`src/rtl/spi_pkg.sv`:
```
// Shared types and constants for the SPI slave front end.
// States are one-hot encoded so an illegal state is a simple onehot check.
package spi_pkg;

  localparam int DEF_DATA_W = 8;
  localparam int FRAME_W    = DEF_DATA_W + 2;

  // Command field, rx_data[9:8]
  localparam logic [1:0] CMD_WR_ADDR = 2'b00;
  localparam logic [1:0] CMD_WR_DATA = 2'b01;
  localparam logic [1:0] CMD_RD_ADDR = 2'b10;
  localparam logic [1:0] CMD_RD_DATA = 2'b11;

  typedef enum logic [4:0] {
    IDLE      = 5'b00001,
    CHK_CMD   = 5'b00010,
    WRITE     = 5'b00100,
    READ_ADD  = 5'b01000,
    READ_DATA = 5'b10000
  } state_e;

endpackage

```
`src/rtl/spi_slave_fsm_if.sv`:
```
// Bus between the SPI slave front end and its surroundings (SPI pins + RAM side).
//
// Handshake semantics:
//   rx_valid: single-cycle strobe from the slave; rx_data is valid only in that
//             cycle. There is no back-pressure, the RAM must accept it.
//   tx_valid: level from the RAM; tx_data is valid while it is high, and the RAM
//             holds it until it sees the next rx_valid. The slave consumes it at
//             most once per read-data frame.
interface spi_slave_fsm_if
  import spi_pkg::*;
#(
  parameter int DATA_W = DEF_DATA_W
);
  logic              SS_n;
  logic              MOSI;
  logic              MISO;
  logic [DATA_W+1:0] rx_data;
  logic              rx_valid;
  logic [DATA_W-1:0] tx_data;
  logic              tx_valid;

  modport slave (
    input  SS_n, MOSI, tx_data, tx_valid,
    output MISO, rx_data, rx_valid
  );

  modport master (
    output SS_n, MOSI, tx_data, tx_valid,
    input  MISO, rx_data, rx_valid
  );
endinterface

```
`src/rtl/spi_tx_serializer.sv`:
```
// MISO serializer: loads one RAM word and shifts it out MSB first, one bit per
// edge, then drives 0. load_done blocks a second load while tx_valid stays high.
module spi_tx_serializer
  import spi_pkg::*;
#(
  parameter int DATA_W = DEF_DATA_W
) (
  input  logic              clk,
  input  logic              rst_n,
  input  logic              clear,
  input  logic              load_en,
  input  logic [DATA_W-1:0] data,
  output logic              miso,
  output logic              load_done
);

  localparam int CW = $clog2(DATA_W + 1);

  logic [DATA_W-2:0] shreg;
  logic [CW-1:0]     bits_left;

  // Load on the first qualified edge, then shift out remaining bits; clear aborts.
  always_ff @(posedge clk) begin
    if (!rst_n || clear) begin
      miso      <= 1'b0;
      shreg     <= '0;
      bits_left <= '0;
      load_done <= 1'b0;
    end else if (load_en && !load_done) begin
      miso      <= data[DATA_W-1];
      shreg     <= data[DATA_W-2:0];
      bits_left <= CW'(DATA_W - 1);
      load_done <= 1'b1;
    end else if (bits_left != '0) begin
      miso      <= shreg[DATA_W-2];
      shreg     <= shreg << 1;
      bits_left <= bits_left - 1'b1;
    end else begin
      miso      <= 1'b0;
    end
  end

endmodule

```
`src/rtl/spi_slave_fsm.sv`:
```
// SPI slave front end (mode 0, clk is the SPI clock). Deserializes MOSI frames
// into command words for the RAM and serializes read-data replies on MISO.
// Optional macro SPI_SLAVE_SVA_EN compiles in concurrent assertions and covers.
module spi_slave_fsm
  import spi_pkg::*;
#(
  parameter int DATA_W = DEF_DATA_W
) (
  input  logic            clk,
  input  logic            rst_n,
  spi_slave_fsm_if.slave  bus,
  output state_e          state,
  output logic            rd_addr_seen
);

  localparam int FW    = DATA_W + 2;
  localparam int CNT_W = $clog2(FW);

  logic [FW-1:0]    rx_data;
  logic             rx_valid;
  logic [CNT_W-1:0] cnt;
  logic             frame_done;
  logic             load_en;
  logic             ser_clear;
  logic             miso;
  logic             load_done;

  assign bus.rx_data  = rx_data;
  assign bus.rx_valid = rx_valid;
  assign bus.MISO     = miso;

  // The reply is taken only after the rx_valid cycle of a completed read-data frame.
  assign load_en   = (state == READ_DATA) && frame_done && !rx_valid && bus.tx_valid;
  assign ser_clear = bus.SS_n || (state != READ_DATA);

  // Frame FSM, deserializer and rd_addr_seen tracking.
  always_ff @(posedge clk) begin
    if (!rst_n) begin
      state        <= IDLE;
      rx_data      <= '0;
      rx_valid     <= 1'b0;
      cnt          <= '0;
      frame_done   <= 1'b0;
      rd_addr_seen <= 1'b0;
    end else begin
      rx_valid <= 1'b0;
      if (bus.SS_n && (state != IDLE)) begin
        // Abort: a partial frame is dropped, rd_addr_seen is kept.
        state      <= IDLE;
        cnt        <= '0;
        frame_done <= 1'b0;
      end else begin
        case (state)
          IDLE: begin
            cnt        <= '0;
            frame_done <= 1'b0;
            if (!bus.SS_n) state <= CHK_CMD;
          end
          CHK_CMD: begin
            rx_data    <= {bus.MOSI, {(FW-1){1'b0}}};
            cnt        <= '0;
            frame_done <= 1'b0;
            if (!bus.MOSI)        state <= WRITE;
            else if (rd_addr_seen) state <= READ_DATA;
            else                  state <= READ_ADD;
          end
          WRITE, READ_ADD, READ_DATA: begin
            if (!frame_done) begin
              rx_data[FW-2:0] <= {rx_data[FW-3:0], bus.MOSI};
              if (cnt == CNT_W'(FW - 2)) begin
                frame_done <= 1'b1;
                rx_valid   <= 1'b1;
                cnt        <= '0;
                if (state == READ_ADD)  rd_addr_seen <= 1'b1;
                if (state == READ_DATA) rd_addr_seen <= 1'b0;
              end else begin
                cnt <= cnt + 1'b1;
              end
            end
          end
          default: state <= IDLE;
        endcase
      end
    end
  end

  spi_tx_serializer #(
    .DATA_W (DATA_W)
  ) u_tx (
    .clk       (clk),
    .rst_n     (rst_n),
    .clear     (ser_clear),
    .load_en   (load_en),
    .data      (bus.tx_data),
    .miso      (miso),
    .load_done (load_done)
  );

`ifdef SPI_SLAVE_SVA_EN
  property p_rv_single;
    @(posedge clk) disable iff (!rst_n) rx_valid |=> !rx_valid;
  endproperty
  property p_rv_source;
    @(posedge clk) disable iff (!rst_n)
      rx_valid |-> (state inside {WRITE, READ_ADD, READ_DATA});
  endproperty
  property p_miso_quiet;
    @(posedge clk) disable iff (!rst_n) (state != READ_DATA) |-> !miso;
  endproperty
  property p_state_onehot;
    @(posedge clk) disable iff (!rst_n) $onehot(state);
  endproperty

  a_rv_single:    assert property (p_rv_single);
  a_rv_source:    assert property (p_rv_source);
  a_miso_quiet:   assert property (p_miso_quiet);
  a_state_onehot: assert property (p_state_onehot);

  c_rv_single:    cover property (p_rv_single);
  c_rv_source:    cover property (p_rv_source);
  c_miso_quiet:   cover property (p_miso_quiet);
  c_state_onehot: cover property (p_state_onehot);
`else
  // Assertions not compiled in this build.
`endif

endmodule

```
`src/flat_wrapper.sv`:
```
// flat-port wrapper written by rule: the top's interface ports become plain ports
module spi_slave_fsm_flat import spi_pkg::*;
#(
  parameter int DATA_W = DEF_DATA_W
)
  (clk, rst_n, state, rd_addr_seen, bus_SS_n, bus_MOSI, bus_tx_data, bus_tx_valid, bus_MISO, bus_rx_data, bus_rx_valid);
  spi_slave_fsm_if #(.DATA_W(DATA_W)) bus_i ();
  input  logic clk;
  input  logic rst_n;
  output state_e state;
  output logic rd_addr_seen;
  input wire logic [$bits(bus_i.SS_n)-1:0] bus_SS_n;
  input wire logic [$bits(bus_i.MOSI)-1:0] bus_MOSI;
  input wire logic [$bits(bus_i.tx_data)-1:0] bus_tx_data;
  input wire logic [$bits(bus_i.tx_valid)-1:0] bus_tx_valid;
  output wire logic [$bits(bus_i.MISO)-1:0] bus_MISO;
  output wire logic [$bits(bus_i.rx_data)-1:0] bus_rx_data;
  output wire logic [$bits(bus_i.rx_valid)-1:0] bus_rx_valid;
  assign bus_i.SS_n = bus_SS_n;
  assign bus_i.MOSI = bus_MOSI;
  assign bus_i.tx_data = bus_tx_data;
  assign bus_i.tx_valid = bus_tx_valid;
  assign bus_MISO = bus_i.MISO;
  assign bus_rx_data = bus_i.rx_data;
  assign bus_rx_valid = bus_i.rx_valid;
  spi_slave_fsm #(.DATA_W(DATA_W)) u_core (.clk(clk), .rst_n(rst_n), .bus(bus_i), .state(state), .rd_addr_seen(rd_addr_seen));
endmodule
```
`config.mk`:
```
export PLATFORM = sky130hd
export DESIGN_NAME = spi_slave_fsm_flat
export DESIGN_NICKNAME = d
export VERILOG_FILES = /design/src/rtl/spi_pkg.sv /design/src/rtl/spi_slave_fsm_if.sv /design/src/rtl/spi_tx_serializer.sv /design/src/rtl/spi_slave_fsm.sv /design/src/flat_wrapper.sv
export SDC_FILE = /design/constraint.sdc
export NUM_CORES = 1
export LEC_CHECK = 0
export ABC_CLOCK_PERIOD_IN_PS = 2300
export BUFFER_PORTS_ARGS = -buffer_cell sky130_fd_sc_hd__buf_2
export CORE_UTILIZATION = 54
export DETAILED_ROUTE_END_ITERATION = 12
export GPL_TIMING_DRIVEN = 0
export PLACE_DENSITY = 0.78
export SETUP_SLACK_MARGIN = 0.05
export SYNTH_ARGS = -nofsm -noshare
export SYNTH_HDL_FRONTEND = slang
export SYNTH_HIERARCHICAL = 1
export SYNTH_SLANG_ARGS = --single-unit
```
`constraint.sdc`:
```
create_clock -name clk -period 2.3 [get_ports clk]
set_input_delay 0 -clock clk [delete_from_list [all_inputs] [get_ports clk]]
set_output_delay 0 -clock clk [all_outputs]
set_load 0.05 [all_outputs]
```
# --- Word level (Yosys, flattened, before mapping) ---
# Cells that the tools add are included.
word_totals:
  reg_bits: 35
  word_cells: 73
  input_bits: 13
op_classes:
  reduce_logical: 25
  bitwise: 4
  n_eq_ne: 10
  addsub: 2
  mux: 20
op_table:
  columns: ["op", "n"]
  rows:
  - ["$pmux W9 S2", 1]
  - ["$mux W5", 3]
  - ["$pmux W5 S3", 1]
  - ["$mux W7", 2]
  - ["$mux W9", 1]
  - ["$mux W4", 2]
  - ["$pmux W4 S2", 1]
  - ["$reduce_bool A2 Y1", 4]
  - ["$mux W1", 6]
  - ["$mux W3", 2]
  - ["$reduce_and A2 Y1", 3]
  - ["$reduce_or A2 Y1", 3]
  - ["$eq A5 B1 Y1 const B", 1]
  - ["$eq A5 B2 Y1 const B", 1]
  - ["$eq A5 B3 Y1 const B", 1]
  - ["$eq A5 B4 Y1 const B", 1]
  - ["$eq A5 B5 Y1 const B", 1]
  - ["$logic_and A1 B1 Y1", 5]
  - ["$ne A5 B1 Y1 const B", 1]
  - ["$ne A5 B5 Y1 const B", 1]
  - ["$reduce_and A5 Y1", 1]
  - ["$add A4 B1 Y4 const B", 1]
  - ["$eq A4 B4 Y1 const B", 1]
  - ["$ne A2 B2 Y1 const B", 2]
  - ["9 further kinds", 15]

# --- Depth between registers and ports, before layout ---
# Gate-level depths: netlist (run 1).
logic_depth:
  ltp_word: 6
  depth_mapped: 8

# --- By module ---
# The synthesis (run 1) kept the hierarchy.
by_module_without_submodules:
  columns: ["mod", "instances", "area_per_inst_um2", "seq_area_each_um2", "cells_each"]
  rows:
  - ["spi_slave_fsm", 1, 1062.3, 440.4, 118]
  - ["spi_tx_serializer", 1, 601.8, 260.2, 69]

# --- Worst setup path after synthesis (run 1) ---
# No wires, ideal clock.
synth_path:
  kind: "register -> register"
  start: "register u_core.state[0]"
  end: "register u_core.u_tx.shreg[1]"
  setup_slack_ns: 0.245
  synth_period_minus_slack_ns: 2.055
  n_path_buf: 2
  setup_ns: 0.092
  required_time_ns: 2.208
  arrival_time_ns: 1.963
  stages_incl_launch_ff: 9
  path_cell_list: "dfxtp_1 > nor3_1 > nand3_1 > nor3_1 > nor2b_1 > buf_2 > buf_4 > nor3_1 > nor4_1"
synth_via:
  elab_chain_len: 6
synth_lines:
  columns: ["element", "line", "source"]
  rows:
  - ["start: declaration", "spi_slave_fsm.sv:12", "output state_e state,"]
  - ["start signal: assignment", "spi_slave_fsm.sv:39", "state <= IDLE;"]
  - ["start signal: assignment", "spi_slave_fsm.sv:49", "state <= IDLE;"]
  - ["start signal: assignment", "spi_slave_fsm.sv:57", "if (!bus.SS_n) state <= CHK_CMD;"]
  - ["$eq A5 B5 Y1 *", "spi_slave_fsm.sv:33", "assign load_en = (state == READ_DATA) && frame_done && !rx_valid && bus.tx_valid;"]
  - ["$logic_and A1 B1 Y1 * (3 in series)", "spi_slave_fsm.sv:33", null]
  - ["named net u_core.load_en", "spi_slave_fsm.sv:23", "logic load_en;"]
  - ["$logic_and A1 B1 Y1 *", "spi_tx_serializer.sv:29", "end else if (load_en && !load_done) begin"]
  - ["$mux W7 / $reduce_bool A2 Y1 (equally long branches)", null, null]
  - ["end signal: assignment", "spi_tx_serializer.sv:31", "shreg <= data[DATA_W-2:0];"]
  - ["end signal: assignment", "spi_tx_serializer.sv:36", "shreg <= shreg << 1;"]
  - ["end: declaration", "spi_tx_serializer.sv:19", "logic [DATA_W-2:0] shreg;"]
# The timed path passes the listed nets; every way through them passes the cells marked *.
# A chain may end at the register's enable or synchronous reset.

# --- Worst setup path in the final report (run 1) ---
layout_path:
  start: "register u_core.state[0]"
  end: "register u_core.u_tx.shreg[6]"
# Same word-level chain as after synthesis.

==> results.md, run 1 <==
- Int Pwr: 0.8703 mW
- Asr flop ratio synth: 0%
- Critical Path Fanout Max: 10
- Clk buf depth: 2
- Area growth from synthesis to layout: 23.38%
- Routed length per instance: 13.81 um
- Place WS: 151.4 ps
- Critical path required time: 2550 ps
- Largest net degree at the start of global routing: 13
- CTS tree: built
- Min-Delay Path Class: input port to register
- YS warnings: 6
- FF+latch count, synth: 35
- Failing checks: design-rule violations
- Die X-Extent: 57.51 um
- DRT Wirelength: 3686 um
- Crit share post-route: 91.51%
- Overflow after GRT: 0
- First-pass GRT wire length: 6113 um
- Power density over the cells: 555.5 nW/um2
- M2 GR Usage: 39.87%
- Vias in the first global route: 1481
- WS Path Type: register to register
- Clk sinks: 35
- Layout Cells excl Fill: 267
- Placed Instances: 248
- Switching Fraction: 23.70%
- Post-synth EDFFs: 0
- Iter 0 DRT Violations: 73
- Clock root cell: clkbuf_4
- DRT Pass-1 Iters: 8
- Top-level I/O count: 31
- Via density: 5.727
- Sequential power share: 54.0%
- Final count of pins violating max slew: 0
- DRC viols: 3
- Relative slew slack: 67.73%
- Die Y: 57.51 um
- IO Port Bufs: 30
- Met1 usage: 29.30%
- Antenna violations before repair: 0
- H-tree Lvls: 2
- DP HPWL: 2427 um
- Final setup viols: 0
- Sequential element share of the synthesized area: 42.11%
- VDD IR max: 449.9 uV
- Status: finished with violations
- Max Cap Viol: 0
- Syn Std Cell Area: 1664 um2
- Clock latency on the worst-skew pair: 350 ps
- Synth Instances: 187
- Util after Layout: 72.58%
- Syn nets: 204
- Initial Util: 58.82%
- Cell variety after synth: 41
- Final Cell Area: 2053 um2
- Slew @ Worst Pin: 480.4 ps
- Layout cell share with drive strength beyond 1: 22.88%
- Total clock buffers created by CTS: 5
- Setup ws final: 195.3 ps
- Power share of the combinational group: 6.7%
- Layout Nets: 252
- Antenna viol nets, final: 0
- CP endpoint kind: register
- Clock power frac: 39.2%
- Placement Cell Area: 1853 um2
- Top_reg_cell synth: dfxtp_1
- Crit path DAT: 2360 ps
- Die footprint: 3307 um2
- Core area: 2829 um2
- Final Hold Viols: 0
- Layout Skew: 12.82 ps
- Met3 usage: 4.989%
- Critical path startpoint category: register
- Routed vias: 1529
- Switching pwr: 0.2702 mW
- FP Rows: 19
- Hold slack: 28.47 ps
- Total track usage: 24.14%
- Busiest grt layer: met2
- Fmax: 0.4751 GHz
- Reg clk slew, reported paths: 110 ps
- Mean area per synthesized cell: 8.899 um2
- Placer congestion estimate: 0.8531
- Tmin final: 2105 ps
- ANT cells: 0
- Leak Pwr: 0.8096 nW
-- cell usage in the layout, fill, tap and decap left out, drive strengths merged, types with 4 or more instances in the layout --
cell,n
or3,5
inv,8
nand3,15
dlygate4sd3,10
nor3,17
nor2,15
dfxtp,35
ha,4
nand2,15
a21oi,10
nor4,8
buf,37
clkbuf,9
mux2i,10
-- state kept, by name (all words and copies together), names as in the netlist --
register / count
u_core/rd_addr_seen: 1
u_core/state: 5
u_core/u_tx/bits_left: 4
u_core/u_tx/miso: 1
u_core/u_tx/load_done: 1
u_core/bus.rx_valid: 1
u_core/bus.rx_data: 10
u_core/frame_done: 1
u_core/cnt: 4
u_core/u_tx/shreg: 7
-- critical path, stage by stage, from the launching register on --
cell     delay [ps]
dfxtp_1         430
nor3_2          260
nand3_1         210
nor3_2          230
nor2b_1         180
buf_2           210
buf_4           200
nor3_1           60
nor4_1          230
-- final cells by class --
| type | count | area (um2) |
|---|---|---|
| flip-flops and latches | 35 | 700.7 |
| well taps | 31 | 38.79 |
| fillers | 229 | 775.7 |
| clock inverters | 3 | 43.79 |
| plain buffers | 10 | 61.31 |
| repair buffers | 41 | 257.7 |
| inverters | 8 | 30.03 |
| multi-input cells | 134 | 883.3 |
| clock buffers | 5 | 37.54 |
-- worst paths after layout --
kind | start | endpoint | slack, ps | cells past startpoint
max reg2reg | u_core/state[0]$_SDFFE_PP1P_ | u_core/u_tx/shreg[6]$_SDFFE_PP0P_ | 200 | 8
min reg2reg | u_core/bus.rx_data[8]$_SDFFE_PN0P_ | u_core/bus.rx_data[8]$_SDFFE_PN0P_ | 470 | 2
min | rst_n | u_core/bus.rx_data[9]$_SDFFE_PN0P_ | 30 | 3
max | u_core/state[0]$_SDFFE_PP1P_ | u_core/u_tx/shreg[6]$_SDFFE_PP0P_ | 200 | 8
-- timing repair --
| action | 4_1_cts | 5_1_grt |
|---|---|---|
| endpoints found under the setup margin | 0 | 11 |
| endpoints found under the hold margin | 14 | 0 |
| buffers inserted | 0 | 1 |
| hold buffers | 10 | 0 |
| resized for setup | 0 | 4 |
-- per-layer routing --
layer	share of wire, %	routed length [um]
met5	0	0
met4	1.7	63
met3	6.0	222
met2	49	1810
met1	43	1589
-- cell usage after synthesis (2+ instances only) --
master    number  area share, %
dfxtp_1       35             42
nor3_1        16            4.8
nand2_1       15            3.4
nand3_1       15            4.5
nor2_1        15            3.4
a21oi_1       10            3.0
mux2i_1       10            6.0
inv_1          8            1.8
nor4_1         8            3.0
or3_1          5            1.9
clkbuf_1       4           0.90
ha_1           4            3.0
buf_2          3           0.90
xnor2_1        3            1.6
xor2_1         3            1.6
a311oi_2       2            1.8
a31oi_1        2           0.75
buf_6          2            1.4
nand2b_1       2           0.75
nand3b_1       2           0.90
o21ai_0        2           0.60
or3b_1         2            1.1
-- per-stage QoR --
step / setup TNS [ps] / power, mW
after global placement: 0 / 0.6889
after floorplan: 0 / 0.6667
after CTS: 0 / 1.146
final: 0 / 1.141
after detailed placement: 0 / 0.6900
after global routing: -2.629 / 1.187
-- cell families (layout without fill, tap and decap cells) --
kind of cell	Yosys count	count (layout)	share of synthesized area, %
buffers and inverters	18	67	5.413
DFF	35	35	42.11
AOI/OAI and AO/OA	23	23	10.75
xor gates and xnor gates	6	6	3.158
muxes	10	10	6.015
adders and majority gates	4	4	3.008
and+or+nand+nor	91	91	29.55
-- power groups by stage --
stage | registers, mW | clock network, mW | logic (mW)
2_1_floorplan | 0.638 | 0 | 0.0284
3_3_place_gp | 0.629 | 0 | 0.0599
3_5_place_dp | 0.629 | 0 | 0.0609
4_1_cts | 0.616 | 0.455 | 0.0749
5_1_grt | 0.618 | 0.487 | 0.0821
6_report | 0.616 | 0.447 | 0.0768
(Power assumes the default switching activity.)
==> inputs of run 2 (changes only) <==
- ABC_CLOCK_PERIOD_IN_PS: 2300 -> 2600
- CORE_UTILIZATION: 54 -> 58
- PLACE_DENSITY: 0.78 -> 0.83
- clock period: 2.3 -> 2.6 ns (I/O delays scaled with it)
==> run 2 against run 1 <==
Effect of this change:
- the flow now finishes without violations
- core utilization grew 2.9 points
- clock power is 8.5% higher
- routed wire length increased by 5.1%
- clock skew is 2.9 ps higher
- sequential share of layout area decreased by 0.19 points
- largest power group unchanged
==> results.md, run 2 (same netlist as run 1, synthesis figures left out) <==
- Status: completed
- Initial Util: 60.87% (+2.0 points)
- Area growth from synthesis to layout: 24.06%
- Total clock buffers created by CTS: 5 (unchanged)
- CP Launch Point: u_core/state[0]$_SDFFE_PP1P_
- Max reg flops: 10 (unchanged)
- Relative slew slack: 67.67% (about the same)
- Fmax: 0.4565 GHz (-3.9%)
- Antenna viol nets, final: 0 (unchanged)
- Final setup viols: 0 (unchanged)
- Die footprint: 3087 um2 (-6.6%)
- IO Port Bufs: 30 (unchanged)
- Placer congestion estimate: 0.8341 (-2.2%)
- Clock root cell: clkbuf_4
- Min-Delay Path Class: input port to register
- Post-CTS Setup Bufs: 0 (unchanged)
- DRC viols: 0 (-3)
- DP HPWL: 2628 um (+8.3%)
- Iter 0 DRT Violations: 57 (-22%)
- CP endpoint kind: register
- First-pass GRT wire length: 6803 um (+11%)
- Largest net degree at the start of global routing: 12 (-1)
- VDD IR max: 571.9 uV (+27%)
- Layout Nets: 252 (unchanged)
- WS Path Type: register to register
- Slew @ Worst Pin: 484.9 ps (+4.537 ps)
- Core area: 2734 um2 (-3.4%)
- Place WS: 476.6 ps (+325.2 ps)
- Worst reg2reg startpoint: u_core/state[0]$_SDFFE_PP1P_
- Crit share post-route: 84.26% (-7.3 points)
- Clk sinks: 35 (unchanged)
- Hold path start: bus_tx_valid
- Final Hold Viols: 0 (unchanged)
- RSZ-0062 raised after global routing: no
- CTS resizes: 0 (unchanged)
- FP Rows: 19 (unchanged)
- Fin Setup TNS: 0 ps (unchanged)
- Crit path DAT: 2430 ps (+70 ps)
- Critical Path Fanout Max: 10 (unchanged)
- Critical path startpoint category: register
- Tmin final: 2191 ps (+85.96 ps)
- Overflow after GRT: 0 (unchanged)
- Most common cell after layout, fill and taps aside: dfxtp_1
- Antenna violations before repair: 0 (unchanged)
- Vias in the first global route: 1525 (+3.0%)
- Final count of pins violating max slew: 0 (unchanged)
- Layout cell share with drive strength beyond 1: 20.76% (-2.1 points)
- Die X-Extent: 55.57 um (-3.4%)
- Hold Buf Count CTS: 11 (+1)
- Most frequent cells in the layout: dfxtp_1 (35), buf_2 (33), nor3_1 (16)
- Layout Skew: 15.73 ps (+2.908 ps)
- Setup ws final: 409.3 ps (+214.0 ps)
- DRT Pass-1 Iters: 4 (-4)
- Routed length per instance: 14.51 um (+5.1%)
- Max Cap Viol: 0 (unchanged)
- Clk buf depth: 2 (unchanged)
- Total track usage: 28.27% (+4.1 points)
- Reg clk slew, reported paths: 110 ps (about the same)
- H-tree Lvls: 2 (unchanged)
- Routed vias: 1575 (+3.0%)
- Critical path required time: 2840 ps (+290 ps)
- Leak Pwr: 0.8125 nW (+0.36%)
- Power density over the cells: 531.5 nW/um2 (-4.3%)
- Via density: 5.899 (+3.0%)
- ANT cells: 0 (unchanged)
- DRT Wirelength: 3873 um (+5.1%)
- Largest regs: u_core/bus.rx_data: 10 flops, u_core/u_tx/shreg: 7 flops, u_core/state: 5 flops
- Clock latency on the worst-skew pair: 340 ps (about the same)
- CTS tree: built
- Register with the most flip-flops: u_core/bus.rx_data
- Die Y: 55.57 um (-3.4%)
- Top-level I/O count: 31 (unchanged)
## run 2: per-layer routing
metal  up-vias  track usage [%]  wire [um]
met5         -                0          0
met4         0            14.64         83
met3         9            5.621        174
met2        48            47.50       1901
met1       747            34.14       1712
li1        771                -          -
## run 2: stage by stage
step	instance area, um2	util (%)	hold slack [ps]	total power [mW]	cells
final	2064	75.51	32.40	1.097	267
after detailed placement	1853	67.78	247.1	0.6109	248
after CTS	2064	75.51	27.82	1.099	267
after global placement	1853	67.78	242.3	0.6091	248
after floorplan	1664	-	76.45	0.5898	187
after global routing	2064	75.51	52.96	1.129	267
## run 2: cell type report
cell class              count  area (um2)
inverters                   8       30.03
clock inverters             2       60.06
plain buffers              10       60.06
fillers                   192       669.4
clock buffers               6       41.29
multi-input cells         134       873.3
repair buffers             41       260.3
flip-flops and latches     35       700.7
well taps                  31       38.79
## run 2: power breakdown
group / switching (mW) / leakage (nW) / internal, mW / total, mW
Combinational: 0.0384 / 0.478 / 0.0296 / 0.0680
Clock: 0.185 / 0.0525 / 0.300 / 0.485
Sequential: 0.00577 / 0.282 / 0.538 / 0.544
## run 2: worst paths after layout
kind / slack (ps) / to / cells past startpoint
max: 410 / u_core/u_tx/shreg[3]$_SDFFE_PP0P_ / 8
min: 30 / u_core/u_tx/load_done$_SDFFE_PP0P_ / 5
max reg2reg: 410 / u_core/u_tx/shreg[3]$_SDFFE_PP0P_ / 8
min reg2reg: 480 / u_core/bus.rx_data[7]$_SDFFE_PN0P_ / 2
## run 2: worst max-delay path: stages, from the launching register on
cell and delay, ps:
dfxtp_1 410, nor3_1 310, nand3_1 210, nor3_1 350, nor2b_1 160, buf_2 190, buf_4 200, nor3_1 60
nor4_1 210
==> inputs of run 3 (changes only) <==
- ABC_AREA: default -> 1
- ABC_CLOCK_PERIOD_IN_PS: 2600 -> 1830
- CORE_UTILIZATION: 58 -> 50
- PLACE_DENSITY: 0.83 -> 0.75
- clock period: 2.6 -> 1.83 ns (I/O delays scaled with it)
==> run 3 against run 2 <==
Effect of this change:
- area after synthesis increased by 12%
- combinational power increased to 3.4 times the previous value
- clock skew decreased by 9.2 ps
- core utilization decreased by 11 points
- critical path depth unchanged
- synthesized cell count increased by 35%
==> results.md, run 3 <==
- Status: completed
- VDD IR max: 498.4 uV (-13%)
- First-pass GRT wire length: 6506 um (-4.4%)
- Leak Pwr: 1.037 nW (+28%)
- Layout Nets: 314 (+25%)
- Reg2reg setup slack: 190 ps (-220 ps)
- Critical path's slowest cell: dfxtp_1
- Layout cell share with drive strength beyond 1: 23.83% (+3.1 points)
- Total clock buffers created by CTS: 5 (unchanged)
- Vias in the first global route: 1502 (-1.5%)
- Post-synth EDFFs: 0 (unchanged)
- Synth cell count leaders: nand2_1 (41), nor2_1 (41), dfxtp_1 (35)
- Most frequent cells in the layout: nor2_1 (41), nand2_1 (41), dfxtp_1 (35), buf_2 (31), nand3_1 (30)
- Iter 0 DRT Violations: 114 (+100%)
- Final Hold Viols: 0 (unchanged)
- Share of the synthesized area in the top cell type: 37.46% (-4.6 points)
- Syn nets: 269 (+32%)
- Max Cap Viol: 0 (unchanged)
- ANT cells: 0 (unchanged)
- Area of the multi-input gates: 999.7 um2 (+14%)
- Layout Cells excl Fill: 344 (+29%)
- R2R Path End: u_core/u_tx/bits_left[1]$_SDFFE_PP0P_
- Slew @ Worst Pin: 263.6 ps (-221.3 ps)
- IO Port Bufs: 30 (unchanged)
- DR WL met2: 1914 um (+0.68%)
- Die footprint: 3990 um2 (+29%)
- Fmax: 0.6103 GHz (+34%)
- Critical Path Fanout Max: 10 (unchanged)
- CP endpoint kind: register
- Via density: 5.081 (-14%)
- Overflow after GRT: 0 (unchanged)
- Antenna violations before repair: 0 (unchanged)
- WS Path Type: register to register
- Sequential element share of the synthesized area: 37.46% (-4.6 points)
- Placer congestion estimate: 0.7985 (-4.3%)
- Routed length per instance: 11.28 um (-22%)
- Crit path to: u_core/u_tx/bits_left[1]$_SDFFE_PP0P_
- Worst reg2reg startpoint: u_core/frame_done$_SDFFE_PP0P_
- Cell variety after synth: 29 (-29%)
- RSZ-0062 raised after global routing: no
- Total track usage: 20.83% (-7.4 points)
- Asr flop ratio synth: 0% (unchanged)
- Initial Util: 53.93% (-6.9 points)
- Syn Std Cell Area: 1871 um2 (+12%)
- Routed vias: 1748 (+11%)
- Mean area per synthesized cell: 7.423 um2 (-17%)
- Register area: 700.7 um2 (unchanged)
- Largest regs: u_core/bus.rx_data: 10 flops, u_core/u_tx/shreg: 7 flops, u_core/state: 5 flops
- FF+latch count, synth: 35 (unchanged)
- CTS tree: built
- Worst path cell trace: clkinvlp_4 > nor4_4 > buf_6 > nand2_8 > buf_8 > nand3_1 > nand2_1 > nor2_1
- Tmin final: 1639 ps (-552.1 ps)
- Area growth from synthesis to layout: 20.20%
- Die X-Extent: 63.17 um (+14%)
- Final count of pins violating max slew: 0 (unchanged)
- Synth Instances: 252 (+35%)
- Fin Setup TNS: 0 ps (unchanged)
- Critical path startpoint category: register
- H-tree Lvls: 2 (unchanged)
- DP HPWL: 2630 um (about the same)
- Min-Delay Path Class: input port to register
- Antenna viol nets, final: 0 (unchanged)
- Met3 WL post-DR: 149 um (-14%)
- Clk sinks: 35 (unchanged)
- Clock root cell: clkbuf_8
- DRT Wirelength: 3881 um (+0.21%)
- CP peak stage delay: 410 ps (about the same)
- Core area: 3468 um2 (+27%)
- Final setup viols: 0 (unchanged)
- CP Launch Point: u_core/frame_done$_SDFFE_PP0P_
- Highest metal used: met4
- Relative slew slack: 82.55% (+15 points)
- Top-level I/O count: 31 (unchanged)
- Clk buf depth: 2 (unchanged)
- Critical path required time: 2060 ps (-780 ps)
- DRT met1 WL: 1738 um (+1.5%)
- Largest net degree at the start of global routing: 11 (-1)
- DRC viols: 0 (unchanged)
- Layout Skew: 6.503 ps (-9.230 ps)
- Die Y: 63.17 um (+14%)
- YS warnings: 6 (unchanged)
- Power density over the cells: 689.2 nW/um2 (+30%)
- DRT Pass-1 Iters: 4 (unchanged)
- Crit path DAT: 1870 ps (-560 ps)
- Clock latency on the worst-skew pair: 290 ps (-50 ps)
- Placed Instances: 328 (+32%)
- Max reg flops: 10 (unchanged)
- Top_reg_cell synth: dfxtp_1
- FP Rows: 21 (+2)
- Reg2Reg Depth: 8 (unchanged)
- Number of fill cells: 314 (+64%)
- Register with the most flip-flops: u_core/bus.rx_data
- Reg clk slew, reported paths: 70 ps (-40 ps)
- Top cells by area, synth: dfxtp_1 (37%), nand2_1 (8.2%), nor2_1 (8.2%)
- Synth area leader: dfxtp_1
- Crit share post-route: 89.54% (+5.3 points)
==> run 3: cell types whose count changed in the layout (fill, tap and decap cells not counted), moves of 10 or more <==
cell / delta
nand3_1: +15
nand4_1: +11
nand2_1: +26
nor2_1: +26
nor3_1: -14
mux2i_1: -10
inv_1: +20
==> run 3: layout make-up <==
| cell class | count | area share [%] |
|---|---|---|
| inverter | 33 | 6.400 |
| tap | 46 | 2.560 |
| timing repair buffer | 38 | 9.794 |
| multi-input combinational | 180 | 44.46 |
| clock inverter | 1 | 0.2226 |
| sequential | 35 | 31.16 |
| clock buffer | 7 | 3.395 |
| buffer | 4 | 2.003 |
==> run 3: per-stage QoR <==
stage	instance area [um2]	util, %	total power [mW]	setup slack (ps)	hold WS, ps
floorplan	1871	-	0.9734	91.07	78.51
global placement	2078	59.92	1.025	14.06	238.1
detailed placement	2078	59.92	1.026	3.902	238.5
CTS	2206	63.60	1.567	70.53	5.915
global route	2248	64.83	1.628	62.72	22.19
finish	2248	64.83	1.550	191.4	7.357
==> run 3: worst max-delay path, delay by kind of cell, from the launching register on <==
kind / cells / cell delay, ps
buf+inv: 3 / 540
flops: 1 / 410
simple gates: 5 / 620
==> run 3: worst min path at each step <==
stage                                               to  depth (start not counted)  slack, ps      startpoint
floorplan                 u_core/state[1]$_SDFFE_PP0P_                          1         80        bus_SS_n
global placement          u_core/state[1]$_SDFFE_PP0P_                          2        240        bus_SS_n
detailed placement         u_core/u_tx/miso$_SDFF_PP0_                          3        240  bus_tx_data[7]
CTS                 u_core/bus.rx_data[9]$_SDFFE_PN0P_                          3          6        bus_MOSI
global route        u_core/bus.rx_data[9]$_SDFFE_PN0P_                          3         20        bus_MOSI
finish              u_core/bus.rx_data[9]$_SDFFE_PN0P_                          3          7        bus_MOSI
==> run 3: routing by layer <==
metal	track usage [%]	up-vias
met5	0	-
met4	10.17	0
met3	6.159	9
met2	34.01	33
met1	24.69	789
li1	-	917
==> run 3: cell families (layout without fill, tap and decap cells) <==
family                   count (synthesis)  count (layout)  synth area share, %
AO/OA/AOI/OAI                           24              24                6.622
XOR/XNOR                                 3               3                1.405
buffers and inverters                   37              83                9.899
AND/OR/NAND/NOR                        149             149                41.94
adder cells (fa/ha/maj)                  4               4                2.676
flip-flops                              35              35                37.46
==> run 3: timing repair <==
item,in CTS,in global routing
resized for setup,1,2
buffers inserted,0,4
cloned,0,0
setup endpoints to repair,12,13
hold endpoints to repair,4,0
hold buffers,4,0
==> run 3: where the power goes <==
group          switching (mW)  total, mW  internal [mW]
clock                   0.265      0.531          0.267
combinational           0.161      0.228         0.0667
sequential             0.0118      0.790          0.779
total                   0.438       1.55           1.11
